**config.mk**
```make
export PLATFORM = sky130hd
export DESIGN_NAME = id_ex_stage
export DESIGN_NICKNAME = d
export VERILOG_FILES = /design/src/rtl/core_pkg.sv /design/src/rtl/fwd_mux.sv /design/src/rtl/id_ex_stage.sv
export SDC_FILE = /design/constraint.sdc
export NUM_CORES = 1
export LEC_CHECK = 0
export BUFFER_PORTS_ARGS = -buffer_cell sky130_fd_sc_hd__buf_2
export CORE_AREA = 2 2 120 122
export CTS_BUF_LIST = sky130_fd_sc_hd__clkbuf_4 sky130_fd_sc_hd__clkbuf_8 sky130_fd_sc_hd__clkbuf_16
export CTS_CLUSTER_SIZE = 30
export DETAILED_ROUTE_END_ITERATION = 8
export DIE_AREA = 0 0 122 124
export PLACE_DENSITY = 0.89
export SYNTH_ARGS = -nofsm -noshare
export SYNTH_HDL_FRONTEND = slang
export SYNTH_SLANG_ARGS = --single-unit
export TNS_END_PERCENT = 30
```
**constraint.sdc**
```tcl
create_clock -name clk_i -period 5.4 [get_ports clk_i]
set_input_delay 1.08 -clock clk_i [delete_from_list [all_inputs] [get_ports clk_i]]
set_output_delay 1.08 -clock clk_i [all_outputs]
set_load 0.01 [all_outputs]
```
**src/rtl/core_pkg.sv**
```systemverilog
// Shared core definitions: datapath widths, ALU op encodings and the
// control bundle that travels with an instruction down the pipeline.
package core_pkg;

    localparam int XLEN = 32;
    localparam int RA_W = 5;

    localparam logic [2:0] ALU_ADD = 3'b000;
    localparam logic [2:0] ALU_SUB = 3'b001;
    localparam logic [2:0] ALU_MUL = 3'b010;
    localparam logic [2:0] ALU_OR  = 3'b110;
    localparam logic [2:0] ALU_AND = 3'b111;

    typedef struct packed {
        logic reg_write;
        logic mem_read;
        logic mem_write;
        logic mem_to_reg;
    } ctrl_t;

    localparam ctrl_t CTRL_BUBBLE = '0;

endpackage

```
**src/rtl/fwd_mux.sv**
```systemverilog
// Operand bypass select: newest in-flight producer wins, x0 always reads
// the stored register-file value.
module fwd_mux #(
    parameter int XLEN = 32,
    parameter int RA_W = 5
) (
    input  logic [RA_W-1:0] rs,
    input  logic [XLEN-1:0] reg_data,
    input  logic [RA_W-1:0] exm_rd,
    input  logic            exm_we,
    input  logic [XLEN-1:0] exm_data,
    input  logic [RA_W-1:0] mwb_rd,
    input  logic            mwb_we,
    input  logic [XLEN-1:0] mwb_data,
    output logic [XLEN-1:0] data
);

    always_comb begin
        data = reg_data;
        if (rs != '0) begin
            if (exm_we && (exm_rd == rs)) begin
                data = exm_data;
            end else if (mwb_we && (mwb_rd == rs)) begin
                data = mwb_data;
            end
        end
    end

endmodule

```
**src/rtl/id_ex_stage.sv**
```systemverilog
// ID/EX pipeline register feeding the ALU: operand forwarding, load-use
// hazard detection, and stall/flush handling that inserts bubbles.
module id_ex_stage #(
    parameter int XLEN = core_pkg::XLEN,
    parameter int RA_W = core_pkg::RA_W
) (
    input  logic            clk_i,
    input  logic            rst_i,
    input  logic            valid_i,
    input  logic [XLEN-1:0] rs1_data_i,
    input  logic [XLEN-1:0] rs2_data_i,
    input  logic [XLEN-1:0] imm_i,
    input  logic [RA_W-1:0] rs1_addr_i,
    input  logic [RA_W-1:0] rs2_addr_i,
    input  logic [RA_W-1:0] rd_addr_i,
    input  logic [2:0]      alu_ctrl_i,
    input  logic            alu_src_i,
    input  logic            reg_write_i,
    input  logic            mem_read_i,
    input  logic            mem_write_i,
    input  logic            mem_to_reg_i,
    input  logic            stall_i,
    input  logic            flush_i,
    input  logic [RA_W-1:0] exm_rd_i,
    input  logic            exm_we_i,
    input  logic [XLEN-1:0] exm_data_i,
    input  logic [RA_W-1:0] mwb_rd_i,
    input  logic            mwb_we_i,
    input  logic [XLEN-1:0] mwb_data_i,
    output logic [XLEN-1:0] data1_o,
    output logic [XLEN-1:0] data2_o,
    output logic [XLEN-1:0] store_data_o,
    output logic [2:0]      alu_ctrl_o,
    output logic [RA_W-1:0] rd_addr_o,
    output logic            reg_write_o,
    output logic            mem_read_o,
    output logic            mem_write_o,
    output logic            mem_to_reg_o,
    output logic            valid_o,
    output logic            hazard_o
);
    import core_pkg::*;

    logic            vld_p1;
    ctrl_t           ctrl_p1;
    logic [2:0]      alu_ctrl_p1;
    logic            alu_src_p1;
    logic [XLEN-1:0] rs1_data_p1, rs2_data_p1, imm_p1;
    logic [RA_W-1:0] rs1_addr_p1, rs2_addr_p1, rd_p1;

    logic            vld_nxt;
    ctrl_t           ctrl_nxt;
    logic [2:0]      alu_ctrl_nxt;
    logic            alu_src_nxt;
    logic [XLEN-1:0] rs1_data_nxt, rs2_data_nxt, imm_nxt;
    logic [RA_W-1:0] rs1_addr_nxt, rs2_addr_nxt, rd_nxt;

    logic [XLEN-1:0] fwd_rs1, fwd_rs2;

    // A load in EX whose result the ID instruction needs cannot be bypassed in time.
    assign hazard_o = vld_p1 && ctrl_p1.mem_read && (rd_p1 != '0) && valid_i &&
                      ((rd_p1 == rs1_addr_i) || ((rd_p1 == rs2_addr_i) && !alu_src_i));

    // Next-state: a bubble (all zero) on flush or hazard, otherwise the ID slot.
    always_comb begin
        vld_nxt      = 1'b0;
        ctrl_nxt     = CTRL_BUBBLE;
        alu_ctrl_nxt = ALU_ADD;
        alu_src_nxt  = 1'b0;
        rs1_data_nxt = '0;
        rs2_data_nxt = '0;
        imm_nxt      = '0;
        rs1_addr_nxt = '0;
        rs2_addr_nxt = '0;
        rd_nxt       = '0;
        if (!flush_i && !hazard_o) begin
            vld_nxt      = valid_i;
            ctrl_nxt     = '{reg_write: reg_write_i, mem_read: mem_read_i,
                             mem_write: mem_write_i, mem_to_reg: mem_to_reg_i};
            alu_ctrl_nxt = alu_ctrl_i;
            alu_src_nxt  = alu_src_i;
            rs1_data_nxt = rs1_data_i;
            rs2_data_nxt = rs2_data_i;
            imm_nxt      = imm_i;
            rs1_addr_nxt = rs1_addr_i;
            rs2_addr_nxt = rs2_addr_i;
            rd_nxt       = rd_addr_i;
        end
    end

    // ---- ID -> EX register boundary ----
    always_ff @(posedge clk_i or negedge rst_i) begin
        if (!rst_i) begin
            vld_p1      <= 1'b0;
            ctrl_p1     <= CTRL_BUBBLE;
            alu_ctrl_p1 <= ALU_ADD;
            alu_src_p1  <= 1'b0;
            rs1_data_p1 <= '0;
            rs2_data_p1 <= '0;
            imm_p1      <= '0;
            rs1_addr_p1 <= '0;
            rs2_addr_p1 <= '0;
            rd_p1       <= '0;
        end else if (!stall_i) begin
            vld_p1      <= vld_nxt;
            ctrl_p1     <= ctrl_nxt;
            alu_ctrl_p1 <= alu_ctrl_nxt;
            alu_src_p1  <= alu_src_nxt;
            rs1_data_p1 <= rs1_data_nxt;
            rs2_data_p1 <= rs2_data_nxt;
            imm_p1      <= imm_nxt;
            rs1_addr_p1 <= rs1_addr_nxt;
            rs2_addr_p1 <= rs2_addr_nxt;
            rd_p1       <= rd_nxt;
        end
    end

    fwd_mux #(.XLEN(XLEN), .RA_W(RA_W)) u_fwd_rs1 (
        .rs(rs1_addr_p1), .reg_data(rs1_data_p1),
        .exm_rd(exm_rd_i), .exm_we(exm_we_i), .exm_data(exm_data_i),
        .mwb_rd(mwb_rd_i), .mwb_we(mwb_we_i), .mwb_data(mwb_data_i),
        .data(fwd_rs1)
    );

    fwd_mux #(.XLEN(XLEN), .RA_W(RA_W)) u_fwd_rs2 (
        .rs(rs2_addr_p1), .reg_data(rs2_data_p1),
        .exm_rd(exm_rd_i), .exm_we(exm_we_i), .exm_data(exm_data_i),
        .mwb_rd(mwb_rd_i), .mwb_we(mwb_we_i), .mwb_data(mwb_data_i),
        .data(fwd_rs2)
    );

    assign data1_o      = fwd_rs1;
    assign data2_o      = alu_src_p1 ? imm_p1 : fwd_rs2;
    assign store_data_o = fwd_rs2;
    assign alu_ctrl_o   = alu_ctrl_p1;
    assign rd_addr_o    = rd_p1;
    // Gating by valid guarantees a bubble never causes a write or memory access.
    assign reg_write_o  = ctrl_p1.reg_write  & vld_p1;
    assign mem_read_o   = ctrl_p1.mem_read   & vld_p1;
    assign mem_write_o  = ctrl_p1.mem_write  & vld_p1;
    assign mem_to_reg_o = ctrl_p1.mem_to_reg & vld_p1;
    assign valid_o      = vld_p1;

endmodule

```
==> impl_metrics.py, run 1 <==
metrics = {
    "yosys": {
        "syn_inst": 736,
        "yosys_register_bits": 120,
        "ys_warn_count": 0,
        "ys_seq_area_share_pct": 42.3,
        "synth_nets": 936,
        "ys_types": 32,
        "synth_area_sq_um": 7100,
        "synth_area_per_cell_sq_um": 9.64,
    },
    "clock_tree": {
        "clk_pin_slew_ns": 0.05,
        "cts_tree": "yes",
        "cts_buffers": 17,
        "htreeDepth": 4,
        "clkLatencyLatePin_ns": 0.41,
        "clock_path_buffers": 2,
        "cts.sinks": 120,
        "ctsRootBufferMaster": "clkbuf_16",
        "post_cts_buffers": 0,
        "ctsResizeCount": 0,
        "hold_buffers": 0,
    },
    "timing": {
        "rsz0062_at_grt": "no",
        "finalHoldViolCount": 0,
        "period_share_pct": 80.9,
        "slew_violations": 0,
        "relSlewSlack_pct": 25.6,
        "period_minus_slack_ns": 4.37,
        "skew_ns": 0.00617,
        "setup_violations": 0,
        "tns_ns": 0,
        "max_freq_mhz": 229,
        "worst_slew_pin_slew_ns": 1.12,
    },
    "floorplanning": {
        "ios": 310,
        "die_w_um": 122,
        "die_h_um": 124,
        "rows": 43,
        "core_sq_um": 13700,
        "die_area_sq_um": 15100,
        "initial_core_util_pct": 51.7,
    },
    "final_layout": {
        "final_common_cell": "buf_2",
        "syn_to_final_growth_pct": 31.4,
        "final_cell_mix": "307 x buf_2, 120 x a22o_1, 119 x dfrtp_1",
        "drive_gt1_share_pct": 36.1,
        "finalNetCount": 1202,
    },
    "pwr": {
        "power.leakage_nw": 4.57,
        "ir_worst_vdd_mv": 0.201,
        "total_power_mw": 2.81,
        "pwr_density_cell_nw_per_um2": 301,
    },
    "worst_setup_path": {
        "worstReg2RegStart": "rd_addr_o[1]",
        "crit_type": "in -> out",
        "crit_path_end_kind": "output port",
        "r2r_end": "rs2_data_p1[3]",
        "start_kind": "input pin",
        "required_ns": 4.32,
        "reg2reg_slack_ns": 2.81,
        "arrival_ns": 3.29,
        "r2r_cells": 5,
        "crit_fanout": 22,
    },
    "detailed_routing": {
        "vias_per_cell": 6.34,
        "wirelength_um": 26600,
        "wl_per_cell_um": 22.2,
        "drc": 0,
        "drt_pre_antenna_iters": 6,
        "vias": 7588,
        "ant_nets": 0,
        "drt_iter0_drc": 743,
    },
    "grt": {
        "grt_usage_pct": 35.1,
        "grt_pass1_vias": 7342,
        "busiest_layer": "met2",
        "met3_usage_pct": 8.01,
        "grt_util_met2_pct": 58.8,
        "use_met1_pct": 41.9,
        "antenna_found_initial": 3,
        "grt_first_pass_wirelength_um": 39900,
        "grt_overflow_total": 0,
        "grt_max_degree": 79,
    },
    "min_path": {
        "hold_class": "reg -> reg",
        "holdCritStartpoint": "ctrl_p1[2]",
        "hold_end": "ctrl_p1[2]",
        "hold_depth": 1,
    },
    "place": {
        "gp_congestion": 0.947,
        "port_buffers": 309,
        "dp_hpwl_um": 18900,
    },
    "flow_run": {
        "cap_violations": 0,
    },
    "run_status": {
        "status": "completed",
    },
}
critical path, stage by stage:
cell and delay (ns):
buf_2 0.12, xor2_1 0.15, nor4_1 0.33, and3_1 0.24
buf_4 0.30, nand2_1 0.41, o221ai_1 0.44, buf_2 0.20
kinds of logic after synthesis:
| family | synth area share [%] |
|---|---|
| compound gates | 29.5 |
| mux | 4.51 |
| xor+xnor | 3.70 |
| buf+inv | 8.07 |
| flops | 42.3 |
| simple gates | 11.9 |
cell type report:
cell class	count	area [sq um]
fill	1109	4390
multi-input combinational	476	3540
sequential	120	3000
timing repair buffer	327	1710
clock buffer	19	447
inverter	60	225
tap	180	225
clock inverter	13	171
antenna	2	5.00
stage by stage:
step / cells / worst slack (ns) / hold slack [ns] / instance area (sq um) / util [%]
6_report: 1197 / 1.03 / 0.493 / 9330 / 68.0
4_1_cts: 1195 / 1.07 / 0.498 / 9320 / 68.0
2_1_floorplan: 736 / 1.86 / 0.465 / 7100 / -
3_5_place_dp: 1163 / 1.10 / 0.486 / 8700 / 63.4
5_1_grt: 1197 / 0.901 / 0.517 / 9330 / 68.0
3_3_place_gp: 1163 / 1.20 / 0.481 / 8700 / 63.4
per-layer routing:
metal / vias up / part of all wire, %
li1: 3316 / -
met1: 3634 / 37
met2: 537 / 49
met3: 99 / 9.5
met4: 2 / 4.9
met5: - / 0.049
state kept, by name (all words and copies together), names as in the netlist:
signal	cells
rs1_addr_p1	5
ctrl_p1	4
imm_p1	32
rs2_data_p1	32
rs1_data_p1	32
valid_o	1
rd_addr_o	5
alu_src_p1	1
alu_ctrl_o	3
rs2_addr_p1	5
synth_stat cells, drive strengths merged:
| library cell | n | share of area [%] |
|---|---|---|
| or3 | 2 | 0.18 |
| o211a | 1 | 0.14 |
| buf | 34 | 2.5 |
| o21a | 1 | 0.11 |
| nor3 | 29 | 2.0 |
| nand2 | 38 | 2.0 |
| mux2i | 32 | 4.5 |
| o32ai | 1 | 0.12 |
| o21ai | 32 | 2.3 |
| a22o | 120 | 15 |
| a211oi | 1 | 0.18 |
| o2bb2ai | 32 | 3.9 |
| nor2 | 8 | 0.46 |
| and2 | 6 | 0.53 |
| or2 | 2 | 0.18 |
| xor2 | 5 | 0.62 |
| clkbuf | 46 | 2.4 |
| or4 | 2 | 0.21 |
| nand4 | 25 | 2.2 |
| o221ai | 32 | 3.9 |
| nor4 | 1 | 0.088 |
| dfrtp | 120 | 42 |
| nor2b | 32 | 2.8 |
| nand3 | 16 | 1.1 |
| xnor2 | 25 | 3.1 |
| a32oi | 32 | 3.9 |
| inv | 60 | 3.2 |
| and3 | 1 | 0.088 |
power breakdown:
group / leakage, nW / internal, mW / switching, mW
Combinational: 2.72 / 0.261 / 0.346
Sequential: 1.56 / 0.969 / 0.0560
Clock: 0.286 / 0.747 / 0.427
worst max path at each step:
stage / from / to / cells after the start
floorplan: mwb_rd_i[0] / store_data_o[10] / 8
global placement: exm_rd_i[2] / store_data_o[13] / 8
detailed placement: mwb_rd_i[0] / data1_o[19] / 8
CTS: exm_rd_i[4] / store_data_o[14] / 8
global route: rs2_addr_p1[0] / store_data_o[9] / 7
finish: mwb_rd_i[0] / data1_o[19] / 8
No activity file was read; power rests on OpenSTA's default activity.
==> run 2: changes to the inputs <==
- CORE_AREA: 2 2 120 122 -> unset
- CORE_ASPECT_RATIO: unset -> 1.75
- CORE_UTILIZATION: unset -> 48
- DIE_AREA: 0 0 122 124 -> unset
- PLACE_DENSITY: 0.89 -> 0.84
- clock period: 5.4 -> 4.3 ns (I/O delays scaled with it)
==> impl_metrics.py, run 2 (synthesis results as in run 1) <==
metrics = {
    "floorplanning": {
        "die_w_um": 93.9,
        "rows": 58,
        "core_sq_um": 14400,
        "ios": 310,
        "die_h_um": 163,
        "initial_core_util_pct": 49.4,
        "die_area_sq_um": 15300,
    },
    "clock_tree": {
        "htreeDepth": 4,
        "ctsRootBufferMaster": "clkbuf_16",
        "clkLatencyLatePin_ns": 0.41,
        "cts_tree": "yes",
        "clock_path_buffers": 2,
        "cts.sinks": 120,
        "ctsResizeCount": 0,
        "cts_buffers": 17,
        "hold_buffers": 0,
        "clk_pin_slew_ns": 0.06,
        "post_cts_buffers": 0,
    },
    "detailed_routing": {
        "ant_nets": 0,
        "vias": 7576,
        "wl_per_cell_um": 23.0,
        "wirelength_um": 27800,
        "drt_pre_antenna_iters": 5,
        "vias_per_cell": 6.28,
        "drc": 0,
        "drt_iter0_drc": 644,
    },
    "final_layout": {
        "final_common_cell": "buf_2",
        "drive_gt1_share_pct": 36.5,
        "fin_cells": 1207,
        "final_util_pct": 65.4,
        "syn_to_final_growth_pct": 32.5,
        "finalNetCount": 1209,
        "reg_top3": "imm_p1 (32), rs1_data_p1 (32), rs2_data_p1 (32)",
        "final_cell_mix": "307 x buf_2, 120 x a22o_1, 119 x dfrtp_1",
    },
    "place": {
        "port_buffers": 309,
        "dp_hpwl_um": 20000,
        "place_inst": 1170,
        "gp_congestion": 1.04,
    },
    "grt": {
        "grt_overflow_total": 0,
        "grt_max_degree": 95,
        "antenna_found_initial": 7,
        "grt_pass1_vias": 7545,
        "grt_first_pass_wirelength_um": 41600,
        "grt_usage_pct": 36.4,
    },
    "timing": {
        "finalHoldViolCount": 0,
        "relSlewSlack_pct": 42.4,
        "rsz0062_at_grt": "no",
        "period_share_pct": 90.3,
        "period_minus_slack_ns": 3.88,
        "slew_violations": 0,
        "setup_violations": 0,
        "tns_ns": 0,
        "worst_slew_pin_slew_ns": 0.863,
        "max_freq_mhz": 258,
        "timing.hold.ws_ns": 0.507,
        "skew_ns": 0.0135,
    },
    "pwr": {
        "ir_worst_vdd_mv": 0.254,
        "power.leakage_nw": 4.63,
        "pwr_density_cell_nw_per_um2": 386,
        "total_power_mw": 3.63,
    },
    "worst_setup_path": {
        "crit_type": "in -> out",
        "crit_fanout": 7,
        "required_ns": 3.44,
        "arrival_ns": 3.02,
        "start_kind": "input pin",
        "crit_path_end_kind": "output port",
    },
    "flow_run": {
        "cap_violations": 0,
    },
    "min_path": {
        "hold_class": "reg -> reg",
    },
    "run_status": {
        "status": "completed",
    },
}
-- run 2: final cells by class --
| type | instances | area, sq um |
|---|---|---|
| clock inverters | 15 | 211 |
| diodes | 5 | 12.5 |
| well taps | 180 | 225 |
| multi-input cells | 476 | 3540 |
| fillers | 1242 | 4970 |
| inverters | 60 | 225 |
| flip-flops and latches | 120 | 3000 |
| clock buffers | 17 | 425 |
| repair buffers | 334 | 1760 |
-- run 2: worst max-delay path, cell delays in order --
cell	delay, ns
buf_2	0.12
xor2_1	0.16
nor4_1	0.56
and3_1	0.31
buf_4	0.18
nand2_1	0.21
buf_4	0.24
o221ai_1	0.20
buf_2	0.18
-- run 2: metal layers --
metal	GRT usage [%]	vias to the layer above	wire length (um)
met5	0	-	27
met4	18.9	4	1300
met3	8.17	87	2720
met2	61.9	525	13900
met1	42.2	3626	9830
li1	-	3334	-
-- run 2: path summary, 6_finish.rpt --
path | end | start | slack (ns) | cells past startpoint
worst max-delay path | data1_o[23] | mwb_rd_i[0] | 0.42 | 9
worst min-delay path | rs1_data_p1[15] | rs1_data_p1[15] | 0.51 | 1
worst max register to register | rs2_data_p1[12] | rd_addr_o[2] | 1.82 | 5
worst min register to register | rs1_data_p1[15] | rs1_data_p1[15] | 0.51 | 1
max in group asynchronous | rs1_data_p1[21] | rst_i | 2.83 | 2
min in group asynchronous | rd_addr_o[3] | rst_i | 0.54 | 1
-- run 2: stage by stage --
stage / area [sq um] / worst slack [ns]
after floorplan: 7100 / 1.20
after global placement: 8750 / 0.558
after detailed placement: 8750 / 0.539
after CTS: 9390 / 0.468
after global routing: 9400 / 0.384
final: 9400 / 0.419
-- run 2: report_power, final --
part / leakage, nW / switching (mW) / internal (mW)
clock network: 0.310 / 0.583 / 0.985
registers: 1.56 / 0.0833 / 1.22
logic: 2.76 / 0.432 / 0.331
total: 4.63 / 1.10 / 2.53
==> run 3: changes to the inputs <==
- CELL_PAD_IN_SITES_DETAIL_PLACEMENT: unset -> 1
- CELL_PAD_IN_SITES_GLOBAL_PLACEMENT: unset -> 1
- CORE_UTILIZATION: 48 -> 35
==> impl_metrics.py, run 3 (synthesis results as in run 1) <==
metrics = {
    "final_layout": {
        "final_cell_mix": "307 x buf_2, 120 x a22o_1, 119 x dfrtp_1",
        "reg_top3": "imm_p1 (32), rs1_data_p1 (32), rs2_data_p1 (32)",
        "syn_to_final_growth_pct": 34.0,
        "drive_gt1_share_pct": 36.2,
        "final_common_cell": "buf_2",
        "multi_input_area_sq_um": 3540,
        "seq_area_sq_um": 3000,
        "finalNetCount": 1205,
        "fill_cells": 2341,
    },
    "detailed_routing": {
        "drc": 0,
        "wl_per_cell_um": 24.3,
        "drt_iter0_drc": 345,
        "ant_nets": 0,
        "vias_per_cell": 5.93,
        "drt_pre_antenna_iters": 4,
        "wirelength_um": 31000,
        "vias": 7557,
    },
    "timing": {
        "period_minus_slack_ns": 3.60,
        "tns_ns": 0,
        "skew_ns": 0.00767,
        "rsz0062_at_grt": "no",
        "relSlewSlack_pct": 35.7,
        "period_share_pct": 83.8,
        "max_freq_mhz": 277,
        "setup_violations": 0,
        "worst_slew_pin_slew_ns": 0.961,
        "slew_violations": 0,
        "finalHoldViolCount": 0,
    },
    "min_path": {
        "hold_depth": 1,
        "hold_class": "reg -> reg",
    },
    "floorplanning": {
        "ios": 310,
        "initial_core_util_pct": 35.8,
        "core_sq_um": 19800,
        "rows": 68,
        "die_h_um": 190,
        "die_w_um": 110,
        "die_area_sq_um": 20900,
    },
    "worst_setup_path": {
        "start_kind": "input pin",
        "required_ns": 3.44,
        "crit_fanout": 24,
        "crit_type": "in -> out",
        "crit_path_end_kind": "output port",
        "r2r_cells": 5,
        "arrival_ns": 2.74,
    },
    "flow_run": {
        "cap_violations": 0,
    },
    "pwr": {
        "comb_power_share_pct": 21.3,
        "clkPwrFrac_pct": 43.2,
        "power.share.switching_pct": 28.5,
        "pwr_density_cell_nw_per_um2": 384,
        "power.leakage_nw": 4.63,
        "p_int_mw": 2.61,
        "p_sw_mw": 1.04,
        "total_power_mw": 3.66,
        "ir_worst_vdd_mv": 0.270,
        "seq_power_share_pct": 35.5,
    },
    "clock_tree": {
        "ctsResizeCount": 0,
        "cts_buffers": 17,
        "clkLatencyLatePin_ns": 0.42,
        "post_cts_buffers": 0,
        "ctsRootBufferMaster": "clkbuf_16",
        "clock_path_buffers": 2,
        "cts.sinks": 120,
        "htreeDepth": 4,
        "clk_pin_slew_ns": 0.05,
        "hold_buffers": 0,
        "cts_tree": "yes",
    },
    "place": {
        "gp_congestion": 0.905,
        "dp_hpwl_um": 22200,
        "port_buffers": 309,
    },
    "grt": {
        "grt_pass1_vias": 8060,
        "grt_overflow_total": 0,
        "grt_first_pass_wirelength_um": 45900,
        "grt_max_degree": 97,
        "grt_usage_pct": 30.0,
        "antenna_found_initial": 14,
    },
    "run_status": {
        "status": "completed",
    },
}
## run 3: cell types whose count changed in the layout (fill, tap and decap cells not counted), sizes merged
cell and delta:
buf -4, diode +7, clkbuf +7, clkinv -1, inv -7
## run 3: path summary, 6_finish.rpt
path                       slack, ns    startpoint           end
min in group asynchronous       0.52         rst_i  rd_addr_o[1]
max                             0.70   exm_rd_i[2]    data1_o[3]
min                             0.50    ctrl_p1[2]    ctrl_p1[2]
max in group asynchronous       2.81         rst_i    imm_p1[10]
min reg2reg                     0.50    ctrl_p1[2]    ctrl_p1[2]
max reg2reg                     1.49  rd_addr_o[1]     imm_p1[2]
## run 3: critical path, stage by stage
cell	delay [ns]
buf_2	0.12
xnor2_1	0.16
nand4_1	0.14
or2_2	0.51
nand2_1	0.54
o221ai_1	0.22
buf_2	0.19
## run 3: power groups by stage
stage | Clock [mW] | Sequential, mW | Combinational, mW
floorplan | 0 | 1.29 | 0.423
finish | 1.58 | 1.30 | 0.779
global route | 1.65 | 1.31 | 0.840
global placement | 0 | 1.31 | 0.760
CTS | 1.60 | 1.29 | 0.783
detailed placement | 0 | 1.31 | 0.777
## run 3: final cells by class
class                      count  share of cell area, %
multi-input combinational    476                   37.2
sequential                   120                   31.6
timing repair buffer         330                   18.4
clock buffer                  24                   5.42
tap                          245                   3.22
inverter                      60                   2.37
clock inverter                 7                   1.45
antenna                       12                  0.316
## run 3: per-stage QoR
stage	setup slack [ns]	std cells	area, sq um	utilization, %	hold WS (ns)
final	0.696	1274	9510	48.0	0.497
after global routing	0.538	1273	9510	48.0	0.520
after CTS	0.627	1262	9480	47.8	0.500
after detailed placement	0.644	1231	8830	44.5	0.488
after global placement	0.690	1231	8830	44.5	0.481
after floorplan	1.20	736	7100	-	0.465
## run 3: layer usage
layer	wire length [um]	global-route usage, %
met3	1730	6.63
met5	24	0
met4	2060	20.2
met1	10900	30.8
met2	16300	53.2
